$ cat src/rtl/cordic_pkg.sv
`default_nettype none
// ============================================================================
// Module      : cordic_pkg
// Description : Shared definitions for the CORDIC rotation core and the
//               display stage downstream of it. Holds the 3-bit status codes,
//               the pre-scaled start vector, the legal angle limit, and the
//               Q.14 arctangent table.
// Revision    : 1.0 - initial release
// ============================================================================
package cordic_pkg;

    // Status codes. The display stage decodes these same values.
    localparam logic [2:0] IDLE = 3'd0;
    localparam logic [2:0] LOAD = 3'd1;
    localparam logic [2:0] RUN  = 3'd2;
    localparam logic [2:0] ERR  = 3'd5;
    localparam logic [2:0] DONE = 3'd6;

    // 1/K in Q.14. Pre-scaling the start vector makes the final magnitude
    // unity, so no gain correction is needed after the last micro-rotation.
    localparam int K_INIT  = 9949;
    // pi/2 in Q.14. This is the largest angle magnitude the core accepts.
    localparam int HALF_PI = 25736;

    localparam int ATAN_ENTRIES = 14;

    // atan(2^-i) in Q.14. Indices outside the table return 0.
    function automatic logic [17:0] atan_q14(input logic [3:0] idx);
        logic [17:0] v;
        case (idx)
            4'd0:    v = 18'd12868;
            4'd1:    v = 18'd7596;
            4'd2:    v = 18'd4014;
            4'd3:    v = 18'd2037;
            4'd4:    v = 18'd1023;
            4'd5:    v = 18'd512;
            4'd6:    v = 18'd256;
            4'd7:    v = 18'd128;
            4'd8:    v = 18'd64;
            4'd9:    v = 18'd32;
            4'd10:   v = 18'd16;
            4'd11:   v = 18'd8;
            4'd12:   v = 18'd4;
            4'd13:   v = 18'd2;
            default: v = 18'd0;
        endcase
        return v;
    endfunction

endpackage
`default_nettype wire

$ cat src/rtl/cordic_atan_rom.sv
`default_nettype none
// ============================================================================
// Module      : cordic_atan_rom
// Description : Combinational arctangent lookup, atan(2^-i) in Q.14.
//   i_idx  : iteration index (0..13 valid, higher indices return 0)
//   o_atan : table entry, zero-extended or truncated to WIDTH bits
// Revision    : 1.0 - initial release
// ============================================================================
module cordic_atan_rom #(
    parameter int WIDTH = 18
) (
    input  logic [3:0]       i_idx,
    output logic [WIDTH-1:0] o_atan
);
    import cordic_pkg::*;

    always_comb begin
        o_atan = WIDTH'(atan_q14(i_idx));
    end

endmodule
`default_nettype wire

$ cat src/rtl/cordic_rotation_core.sv
`default_nettype none
// ============================================================================
// Module      : cordic_rotation_core
// Description : Iterative rotation-mode CORDIC. Computes sin/cos of a signed
//               Q.14 radian angle, one micro-rotation per clock.
//   clk, rst   : clock, synchronous active-high reset
//   start      : request a computation (accepted in IDLE, DONE or ERR)
//   angle      : signed Q.14 angle, |angle| <= pi/2
//   sel        : output select, 0 = sin, 1 = cos
//   busy       : high in LOAD and RUN
//   done       : one-cycle pulse on the first DONE cycle
//   state      : 3-bit status code for the display stage
//   result     : |selected value| in Q.14, zero-extended to 32 bits
//   result_neg : selected value is negative
// Revision    : 1.0 - initial release
// ============================================================================
module cordic_rotation_core #(
    parameter int ITER  = 14,
    parameter int WIDTH = 18,
    parameter int FRAC  = 14
) (
    input  logic             clk,
    input  logic             rst,
    input  logic             start,
    input  logic [WIDTH-1:0] angle,
    input  logic             sel,
    output logic             busy,
    output logic             done,
    output logic [2:0]       state,
    output logic [31:0]      result,
    output logic             result_neg
);
    import cordic_pkg::*;

    // The constant tables are Q.14; other fractions need regenerated tables.
    generate
        if (ITER < 1 || ITER > ATAN_ENTRIES || FRAC != 14) begin : g_bad_params
            $error("cordic_rotation_core: ITER must be 1..14 and FRAC must be 14");
        end
    endgenerate

    localparam logic signed [WIDTH-1:0] c_half_pi     = WIDTH'(HALF_PI);
    localparam logic signed [WIDTH-1:0] c_neg_half_pi = WIDTH'(-HALF_PI);
    localparam logic signed [WIDTH-1:0] c_k_init      = WIDTH'(K_INIT);
    localparam logic [3:0]              c_last_iter   = 4'(ITER - 1);

    logic [2:0]              r_state;
    logic [2:0]              w_state_next;
    logic signed [WIDTH-1:0] r_x;
    logic signed [WIDTH-1:0] r_y;
    logic signed [WIDTH-1:0] r_z;
    logic [3:0]              r_i;
    logic                    r_done;
    logic [31:0]             r_result;
    logic                    r_result_neg;

    logic [WIDTH-1:0]        w_atan;
    logic signed [WIDTH-1:0] w_angle;
    logic                    w_in_range;
    logic                    w_accept;
    logic                    w_dir_pos;
    logic signed [WIDTH-1:0] w_x_sh;
    logic signed [WIDTH-1:0] w_y_sh;
    logic signed [WIDTH-1:0] w_sel_val;
    logic [WIDTH-1:0]        w_mag;

    cordic_atan_rom #(
        .WIDTH (WIDTH)
    ) u_atan_rom (
        .i_idx  (r_i),
        .o_atan (w_atan)
    );

    assign w_angle    = $signed(angle);
    assign w_in_range = (w_angle <= c_half_pi) && (w_angle >= c_neg_half_pi);

    // Rotation direction: z >= 0 rotates counter-clockwise (d = +1).
    assign w_dir_pos = ~r_z[WIDTH-1];
    assign w_x_sh    = r_x >>> r_i;
    assign w_y_sh    = r_y >>> r_i;

    // Output magnitude; |x|,|y| stay far below 2^(WIDTH-1) so negation is safe.
    assign w_sel_val = sel ? r_x : r_y;
    assign w_mag     = w_sel_val[WIDTH-1] ? WIDTH'(-w_sel_val) : WIDTH'(w_sel_val);

    always_comb begin
        w_state_next = r_state;
        w_accept     = 1'b0;
        case (r_state)
            IDLE, DONE, ERR: begin
                if (start) begin
                    w_accept     = w_in_range;
                    w_state_next = w_in_range ? LOAD : ERR;
                end
            end
            LOAD:    w_state_next = RUN;
            RUN:     if (r_i == c_last_iter) w_state_next = DONE;
            default: w_state_next = IDLE;
        endcase
    end

    always_ff @(posedge clk) begin
        if (rst) begin
            r_state <= IDLE;
            r_done  <= 1'b0;
        end else begin
            r_state <= w_state_next;
            r_done  <= (w_state_next == DONE) && (r_state != DONE);
        end
    end

    always_ff @(posedge clk) begin
        if (rst) begin
            r_x          <= '0;
            r_y          <= '0;
            r_z          <= '0;
            r_i          <= '0;
            r_result     <= '0;
            r_result_neg <= 1'b0;
        end else begin
            // The angle is captured into z on acceptance; x and y keep the
            // previous answer until LOAD so DONE outputs stay stable.
            if (w_accept) begin
                r_z <= w_angle;
            end
            case (r_state)
                LOAD: begin
                    r_x <= c_k_init;
                    r_y <= '0;
                    r_i <= '0;
                end
                RUN: begin
                    if (w_dir_pos) begin
                        r_x <= r_x - w_y_sh;
                        r_y <= r_y + w_x_sh;
                        r_z <= r_z - $signed(w_atan);
                    end else begin
                        r_x <= r_x + w_y_sh;
                        r_y <= r_y - w_x_sh;
                        r_z <= r_z + $signed(w_atan);
                    end
                    r_i <= r_i + 4'd1;
                end
                DONE: begin
                    r_result     <= {{(32-WIDTH){1'b0}}, w_mag};
                    r_result_neg <= w_sel_val[WIDTH-1];
                end
                default: ;
            endcase
        end
    end

    assign state      = r_state;
    assign busy       = (r_state == LOAD) || (r_state == RUN);
    assign done       = r_done;
    assign result     = r_result;
    assign result_neg = r_result_neg;

endmodule
`default_nettype wire

$ cat config.mk
export PLATFORM = sky130hd
export DESIGN_NAME = cordic_rotation_core
export DESIGN_NICKNAME = d
export VERILOG_FILES = /design/src/rtl/cordic_pkg.sv /design/src/rtl/cordic_atan_rom.sv /design/src/rtl/cordic_rotation_core.sv
export SDC_FILE = /design/constraint.sdc
export NUM_CORES = 1
export LEC_CHECK = 0
export ABC_AREA = 0
export CAP_MARGIN = 20
export CORE_MARGIN = 8
export CORE_UTILIZATION = 30
export CTS_CLUSTER_SIZE = 40
export DETAILED_ROUTE_END_ITERATION = 12
export GPL_TIMING_DRIVEN = 1
export PLACE_DENSITY = 0.49
export SLEW_MARGIN = 20
export SYNTH_ARGS = -nofsm -noshare
export SYNTH_HDL_FRONTEND = slang
export SYNTH_HIERARCHICAL = 1
export SYNTH_SLANG_ARGS = --single-unit
$ cat constraint.sdc
create_clock -name clk -period 4.15 [get_ports clk]
set_clock_uncertainty 0.05 [all_clocks]
set_input_delay 0.83 -clock clk [delete_from_list [all_inputs] [get_ports clk]]
set_output_delay 0.83 -clock clk [all_outputs]
set_load 0.005 [all_outputs]
==> results of run 1 <==
==> state kept, by name (all words and copies together), names as in the netlist <==
register    count
r_z            18
done            1
r_y            18
state           3
result         18
r_i             4
r_x            18
result_neg      1
==> logic make-up after synthesis <==
kind of cell / Yosys count / synth area share [%]
buf+inv: 132 / 7.32
fa+ha+maj: 67 / 8.84
xor+xnor: 93 / 8.36
other cells: 2 / 0.0771
compound gates: 355 / 23.3
mux: 94 / 14.8
flops: 81 / 16.7
simple gates: 405 / 20.6
==> worst max path at each step <==
stage,from,to,cells past startpoint
floorplan,r_i[0]$_SDFFE_PP0P_,r_y[17]$_SDFFE_PP0P_,22
global placement,r_i[1]$_SDFFE_PP0P_,r_y[16]$_SDFFE_PP0P_,19
detailed placement,r_i[2]$_SDFFE_PP0P_,r_y[16]$_SDFFE_PP0P_,19
CTS,r_i[1]$_SDFFE_PP0P_,r_y[17]$_SDFFE_PP0P_,20
global route,r_i[1]$_SDFFE_PP0P_,r_x[17]$_SDFFE_PP0P_,19
finish,r_i[1]$_SDFFE_PP0P_,r_y[17]$_SDFFE_PP0P_,19
==> stage by stage <==
step | setup WS, ns | instances
2_1_floorplan | -0.0925 | 1245
3_3_place_gp | -0.741 | 1941
3_5_place_dp | -0.695 | 1941
4_1_cts | -0.210 | 1974
5_1_grt | -0.473 | 2018
6_report | -0.241 | 2018
==> report_power, final <==
part / total (W) / switching [W] / leakage, nW / internal (W)
registers: 0.00110 / 0.000186 / 0.661 / 0.000914
logic: 0.00838 / 0.00410 / 5.19 / 0.00428
clock network: 0.000846 / 0.000399 / 0.144 / 0.000447
==> what timing repair did <==
action / in CTS / in global routing
gates resized for setup: 77 / 116
setup buffers: 17 / 45
pin swaps: 30 / 55
setup endpoints to repair: 23 / 31
==> tightest hold or removal path, cell delays in order, from the launching register on <==
cell,delay [ns]
dfxtp_1,0.31
nand2_1,0.05
a21oi_1,0.05
==> routing by layer <==
layer  vias to the layer above  track usage [%]  share of wire, %
li1                       5169                -                 -
met1                      5025             23.8                45
met2                       269             30.2                48
met3                        43             2.76               5.0
met4                         0             5.47               2.0
met5                         -                0                 0
==> area by class of cell <==
type	instances	share of cell area, %
Clock buffer	12	1.82
Timing Repair Buffer	406	23.3
Sequential cell	81	11.6
Inverter	41	1.12
Tap cell	442	3.92
Clock inverter	4	0.248
Multi-Input combinational cell	1032	58.0
==> cell usage in the layout (no fill, tap or decap), types with 8 or more instances in the layout <==
| cell type | synthesis | layout |
|---|---|---|
| mux2i_1 | 40 | 34 |
| nor3_1 | 42 | 33 |
| or2_2 | 10 | 9 |
| nor2b_1 | 16 | 11 |
| mux2_2 | 12 | 12 |
| a22oi_1 | 30 | 25 |
| nor3b_1 | 10 | 8 |
| clkdlybuf4s50_1 | 0 | 44 |
| a21oi_2 | 3 | 21 |
| a211oi_1 | 19 | 13 |
| clkbuf_16 | 0 | 9 |
| a21oi_1 | 120 | 102 |
| a31oi_1 | 16 | 12 |
| nand2b_1 | 23 | 23 |
| nor3_2 | 2 | 8 |
| o22ai_1 | 11 | 9 |
| nor2_1 | 142 | 132 |
| a21o_1 | 16 | 16 |
| dfxtp_1 | 81 | 76 |
| o21ai_2 | 1 | 13 |
| nor2_2 | 1 | 8 |
| xnor2_1 | 45 | 44 |
| or3_1 | 10 | 8 |
| buf_6 | 13 | 9 |
| mux4_2 | 35 | 35 |
| buf_4 | 22 | 343 |
| nand3_1 | 24 | 20 |
| o21ai_0 | 50 | 32 |
| inv_1 | 40 | 32 |
| nand2_1 | 79 | 75 |
| ha_1 | 64 | 61 |
| xor2_1 | 48 | 47 |
| o21ai_1 | 10 | 14 |
| and3_1 | 9 | 8 |
| conb_1 | 2 | 18 |
==> flow_summary.json, run 1 <==
{
  "antenna_found_initial": 0,
  "hold_class": "register to register",
  "nets": 1660,
  "cts_buffers": 9,
  "grt_pass1_vias": 10100,
  "diodes": 0,
  "clock-sinks": 81,
  "worst-path-buf-inv": 3,
  "drtAntennaViolNets": 0,
  "yosys_register_bits": 81,
  "p_leak_nw": 6.00,
  "ios": 60,
  "irDropWorstVdd_mv": 0.320,
  "synth.distinct_cells": 87,
  "yosysTopAreaCellShare_pct": 16.7,
  "setup_viol": 10,
  "port_buffers": 45,
  "yosysSeqAreaShare_pct": 16.7,
  "grtUsageTotal_pct": 18.1,
  "status": "complete, but fails checks",
  "cts_buffer_depth": 2,
  "drive_above_1_share_pct": 37.2,
  "fp.dieH_um": 196,
  "dpl-instance-area_um2": 12500,
  "r2r_cells": 19,
  "synth_edf_count": 0,
  "post_drt_via_cell_ratio": 5.21,
  "reg2reg_to": "r_y[17]$_SDFFE_PP0P_",
  "drv_cap": 0,
  "max_freq_mhz": 228,
  "max_slew_margin_pct": 45.2,
  "rsz0062_at_grt": "true",
  "hold_depth": 2,
  "die_w_um": 196,
  "worstHoldStart": "result[6]$_SDFFE_PP0N_",
  "cts_root_buf": "clkbuf_16",
  "dieArea_um2": 38500,
  "vias": 10500,
  "drc": 0,
  "fin_crit_ns": 4.39,
  "powerDensity_nw_per_um2": 732,
  "wl_per_cell_um": 17.8,
  "r2r_slack_ns": -0.24,
  "yosysWarnings": 6,
  "cp-start-kind": "register",
  "fin_tns_setup_ns": -1.09,
  "cp_top_family": "compound AO/OA/AOI/OAI gates",
  "core_um2": 32300,
  "synth_ff_type": "dfxtp_1",
  "gp_congestion": 0.921,
  "crit_slowest_cell": "mux4_2",
  "tritoncts": "yes",
  "power.total_w": 0.0103,
  "setup_ws_ns": -0.241,
  "violations": "negative setup slack",
  "cpPeakStageDelay_ns": 0.54,
  "grt.overflow.total": 0,
  "initial_core_util_pct": 30.2,
  "utilization_pct": 43.7,
  "cp.arrival_ns": 4.60,
  "grt_pass1_wl_um": 56100,
  "synthTopCellsByCount": "142 x nor2_1, 120 x a21oi_1, 81 x dfxtp_1, 79 x nand2_1, 64 x ha_1",
  "fin_hold_ws_ns": 0.399,
  "rows": 66,
  "design_area_um2": 14100,
  "fill_cells": 3216,
  "ctsHoldBuffers": 0,
  "syn_area_um2": 9740,
  "end_kind": "register",
  "timing.final.max_slew_violations": 0,
  "clkLatencyLatePin_ns": 0.37,
  "worstPathCellList": "buf_6 > mux4_2 > mux2i_1 > buf_4 > nand3_4 > o21ai_4 > a31oi_2 > xnor2_1 > ha_1 > nand4_1 > a211oi_4 > nor2_2 > a2111oi_4 > buf_4 > nor3_4 > o31ai_2 > xnor2_1 > nor2_1 > a2bb2oi_1",
  "grt_max_degree": 49,
  "htreeDepth": 3,
  "reg2reg_from": "r_i[1]$_SDFFE_PP0P_",
  "clkSlewWorstSetupHoldPaths_ns": 0.08,
  "min_period_over_period_pct": 106,
  "hold_end": "result[6]$_SDFFE_PP0N_",
  "worstMarginPinSlew_ns": 0.822,
  "seq_area_um2": 1640,
  "synth_most_common_cell": "nor2_1",
  "syn2layout_area_growth_pct": 44.8,
  "cp.required_ns": 4.36,
  "async_flop_share_pct": 0,
  "drtIter0Drc": 689,
  "path_class": "register to register",
  "finalHoldViolations": 0,
  "crit_path_max_fanout": 7,
  "synth_area_leader_cell": "dfxtp_1",
  "yosys-top-cells-area": "dfxtp_1 17%, ha_1 8.2%, mux4_2 8.1%, a21oi_1 6.2%, nor2_1 5.5%",
  "synth_cells": 1229,
  "first_pass_iters": 5,
  "routed_wirelength_um": 35900,
  "multiInputGateArea_um2": 8180,
  "dp_hpwl_um": 26800,
  "synth_area_per_cell_um2": 7.92
}
Note: power is estimated with default switching activity, not from simulation.
==> inputs of run 2 (changes only) <==
--- a/config.mk
+++ b/config.mk
@@ -8,11 +8,11 @@
 export ABC_AREA = 0
 export CAP_MARGIN = 20
 export CORE_MARGIN = 8
-export CORE_UTILIZATION = 30
+export CORE_UTILIZATION = 45
 export CTS_CLUSTER_SIZE = 40
 export DETAILED_ROUTE_END_ITERATION = 12
 export GPL_TIMING_DRIVEN = 1
-export PLACE_DENSITY = 0.49
+export PLACE_DENSITY = 0.67
 export SLEW_MARGIN = 20
 export SYNTH_ARGS = -nofsm -noshare
 export SYNTH_HDL_FRONTEND = slang
==> flow_summary.json, run 2 (synthesis gave the netlist of run 1 again) <==
{
  "crit_slowest_cell": "mux4_2",
  "grt_max_degree": 63,
  "drv_cap": 0,
  "nets": 1613,
  "rsz0062_at_grt": "true",
  "worstHoldStart": "result[5]$_SDFFE_PP0N_",
  "p_leak_nw": 5.68,
  "reg2reg_from": "r_i[1]$_SDFFE_PP0P_",
  "antenna_found_initial": 0,
  "end_kind": "register",
  "grt_pass1_vias": 10000,
  "layout_common_cells": "294 x buf_4, 133 x nor2_1, 105 x a21oi_1",
  "ctsHoldBuffers": 0,
  "grt_pass1_wl_um": 51100,
  "core_um2": 21600,
  "layout_commonest_cell": "buf_4",
  "die_w_um": 163,
  "finalHoldViolations": 0,
  "status": "complete, but fails checks",
  "htreeDepth": 3,
  "cts_root_buf": "clkbuf_16",
  "initial_core_util_pct": 45.2,
  "dieArea_um2": 26600,
  "pre_cts_ws_ns": -0.431,
  "r2r_cells": 21,
  "wl_per_cell_um": 18.2,
  "max_slew_margin_pct": 50.3,
  "routed_wirelength_um": 32900,
  "crit_path_max_fanout": 7,
  "worstPathCellList": "buf_6 > mux4_2 > nor2b_4 > a21oi_2 > inv_1 > nor2_1 > a21oi_1 > inv_1 > ha_2 > mux2_4 > inv_2 > fa_2 > nor2b_1 > o21a_1 > o21ai_1 > nand2b_1 > a31oi_2 > o211ai_1 > a31o_2 > a211o_1 > a32o_1",
  "dp_hpwl_um": 24200,
  "fin_crit_ns": 4.36,
  "max_freq_mhz": 229,
  "tritoncts": "yes",
  "first_pass_iters": 5,
  "setup_viol": 8,
  "hold_class": "register to register",
  "fp.dieH_um": 163,
  "grtUsageTotal_pct": 23.6,
  "r2r_slack_ns": -0.21,
  "worstMarginPinSlew_ns": 0.745,
  "violations": "negative setup slack",
  "cts_buffer_depth": 2,
  "post_drt_via_cell_ratio": 5.81,
  "drtIter0Drc": 929,
  "cp.required_ns": 4.35,
  "clkLatencyLatePin_ns": 0.37,
  "hold_end": "result[5]$_SDFFE_PP0N_",
  "clkSlewWorstSetupHoldPaths_ns": 0.07,
  "drc": 0,
  "crit_path_frequent_cell": "inv_1",
  "min_period_over_period_pct": 105,
  "gp_congestion": 0.967,
  "reg2reg_to": "r_x[14]$_SDFFE_PP0P_",
  "cp.arrival_ns": 4.56,
  "irDropWorstVdd_mv": 0.380,
  "dpl-instance-area_um2": 12200,
  "port_buffers": 45,
  "clock-sinks": 81,
  "syn2layout_area_growth_pct": 38.1,
  "cpPeakStageDelay_ns": 0.52,
  "fin_hold_ws_ns": 0.402,
  "design_area_um2": 13400,
  "powerDensity_nw_per_um2": 742,
  "cp-start-kind": "register",
  "hold_depth": 2,
  "grt.overflow.total": 0,
  "drtAntennaViolNets": 0,
  "rows": 54,
  "timing.final.max_slew_violations": 0,
  "diodes": 0,
  "drive_above_1_share_pct": 34.0,
  "cts_buffers": 9,
  "vias": 10500,
  "setup_ws_ns": -0.210,
  "ios": 60,
  "path_class": "register to register"
}
-- run 2: cell types whose count changed in the layout (fill, tap and decap cells not counted), sizes merged --
cell | previous run | this run
bufinv | 0 | 1
clkinv | 3 | 2
inv | 41 | 44
clkbuf | 12 | 10
buf | 362 | 314
-- run 2: cell type report --
| cell class | count | area (um^2) |
|---|---|---|
| Fill cell | 1818 | 8110 |
| Multi-Input combinational cell | 1032 | 8020 |
| Timing Repair Buffer | 359 | 2970 |
| Sequential cell | 81 | 1640 |
| Tap cell | 280 | 350 |
| Clock buffer | 9 | 225 |
| Inverter | 41 | 158 |
| Clock inverter | 7 | 92.6 |
-- run 2: per-stage QoR --
step | setup TNS [ns] | total power, W | cells | util (%)
CTS | -0.508 | 0.00936 | 1790 | 60.2
detailed placement | -3.09 | 0.00796 | 1757 | 56.5
global route | -3.27 | 0.0107 | 1809 | 62.4
finish | -0.844 | 0.00997 | 1809 | 62.4
floorplan | -0.138 | 0.00539 | 1245 | -
global placement | -2.45 | 0.00783 | 1757 | 56.5
-- run 2: worst max-delay path, delay by kind of cell, from the launching register on --
family,cells,cell delay [ns]
AOI/OAI and AO/OA,9,1.73
muxes,2,0.82
adders and majority gates,2,0.46
DFF,1,0.43
buffers and inverters,4,0.37
and+or+nand+nor,4,0.39
-- run 2: worst max path at each step --
stage / startpoint / end / slack [ns] / depth (start not counted)
2_1_floorplan: r_i[0]$_SDFFE_PP0P_ / r_y[17]$_SDFFE_PP0P_ / -0.09 / 22
3_3_place_gp: r_i[1]$_SDFFE_PP0P_ / r_y[17]$_SDFFE_PP0P_ / -0.37 / 17
3_5_place_dp: r_i[1]$_SDFFE_PP0P_ / r_y[17]$_SDFFE_PP0P_ / -0.43 / 17
4_1_cts: r_i[1]$_SDFFE_PP0P_ / r_y[17]$_SDFFE_PP0P_ / -0.16 / 21
5_1_grt: r_i[1]$_SDFFE_PP0P_ / r_x[17]$_SDFFE_PP0P_ / -0.39 / 23
6_report: r_i[1]$_SDFFE_PP0P_ / r_x[14]$_SDFFE_PP0P_ / -0.21 / 21
-- run 2: layer usage --
metal  track usage (%)  up-vias  wire [um]
met5                 0        -          0
met4              8.84        0       1050
met3              2.22       68       1910
met2              38.3      359      15000
met1              32.0     5010      14900
li1                  -     5069          -
-- run 2: timing repair --
action | 4_1_cts | 5_1_grt
gates cloned | 0 | 1
setup buffers | 18 | 18
resized for setup | 83 | 74
pin swaps | 28 | 51
setup endpoints to repair | 17 | 24
endpoints found under the hold margin | 0 | 0
-- run 2: power breakdown --
group          total, W  leakage (nW)  switching, W  internal (W)
logic           0.00797          4.86       0.00394       0.00403
registers       0.00111         0.661      0.000191      0.000914
clock network  0.000899         0.156      0.000413      0.000486
total           0.00997          5.68       0.00455       0.00543
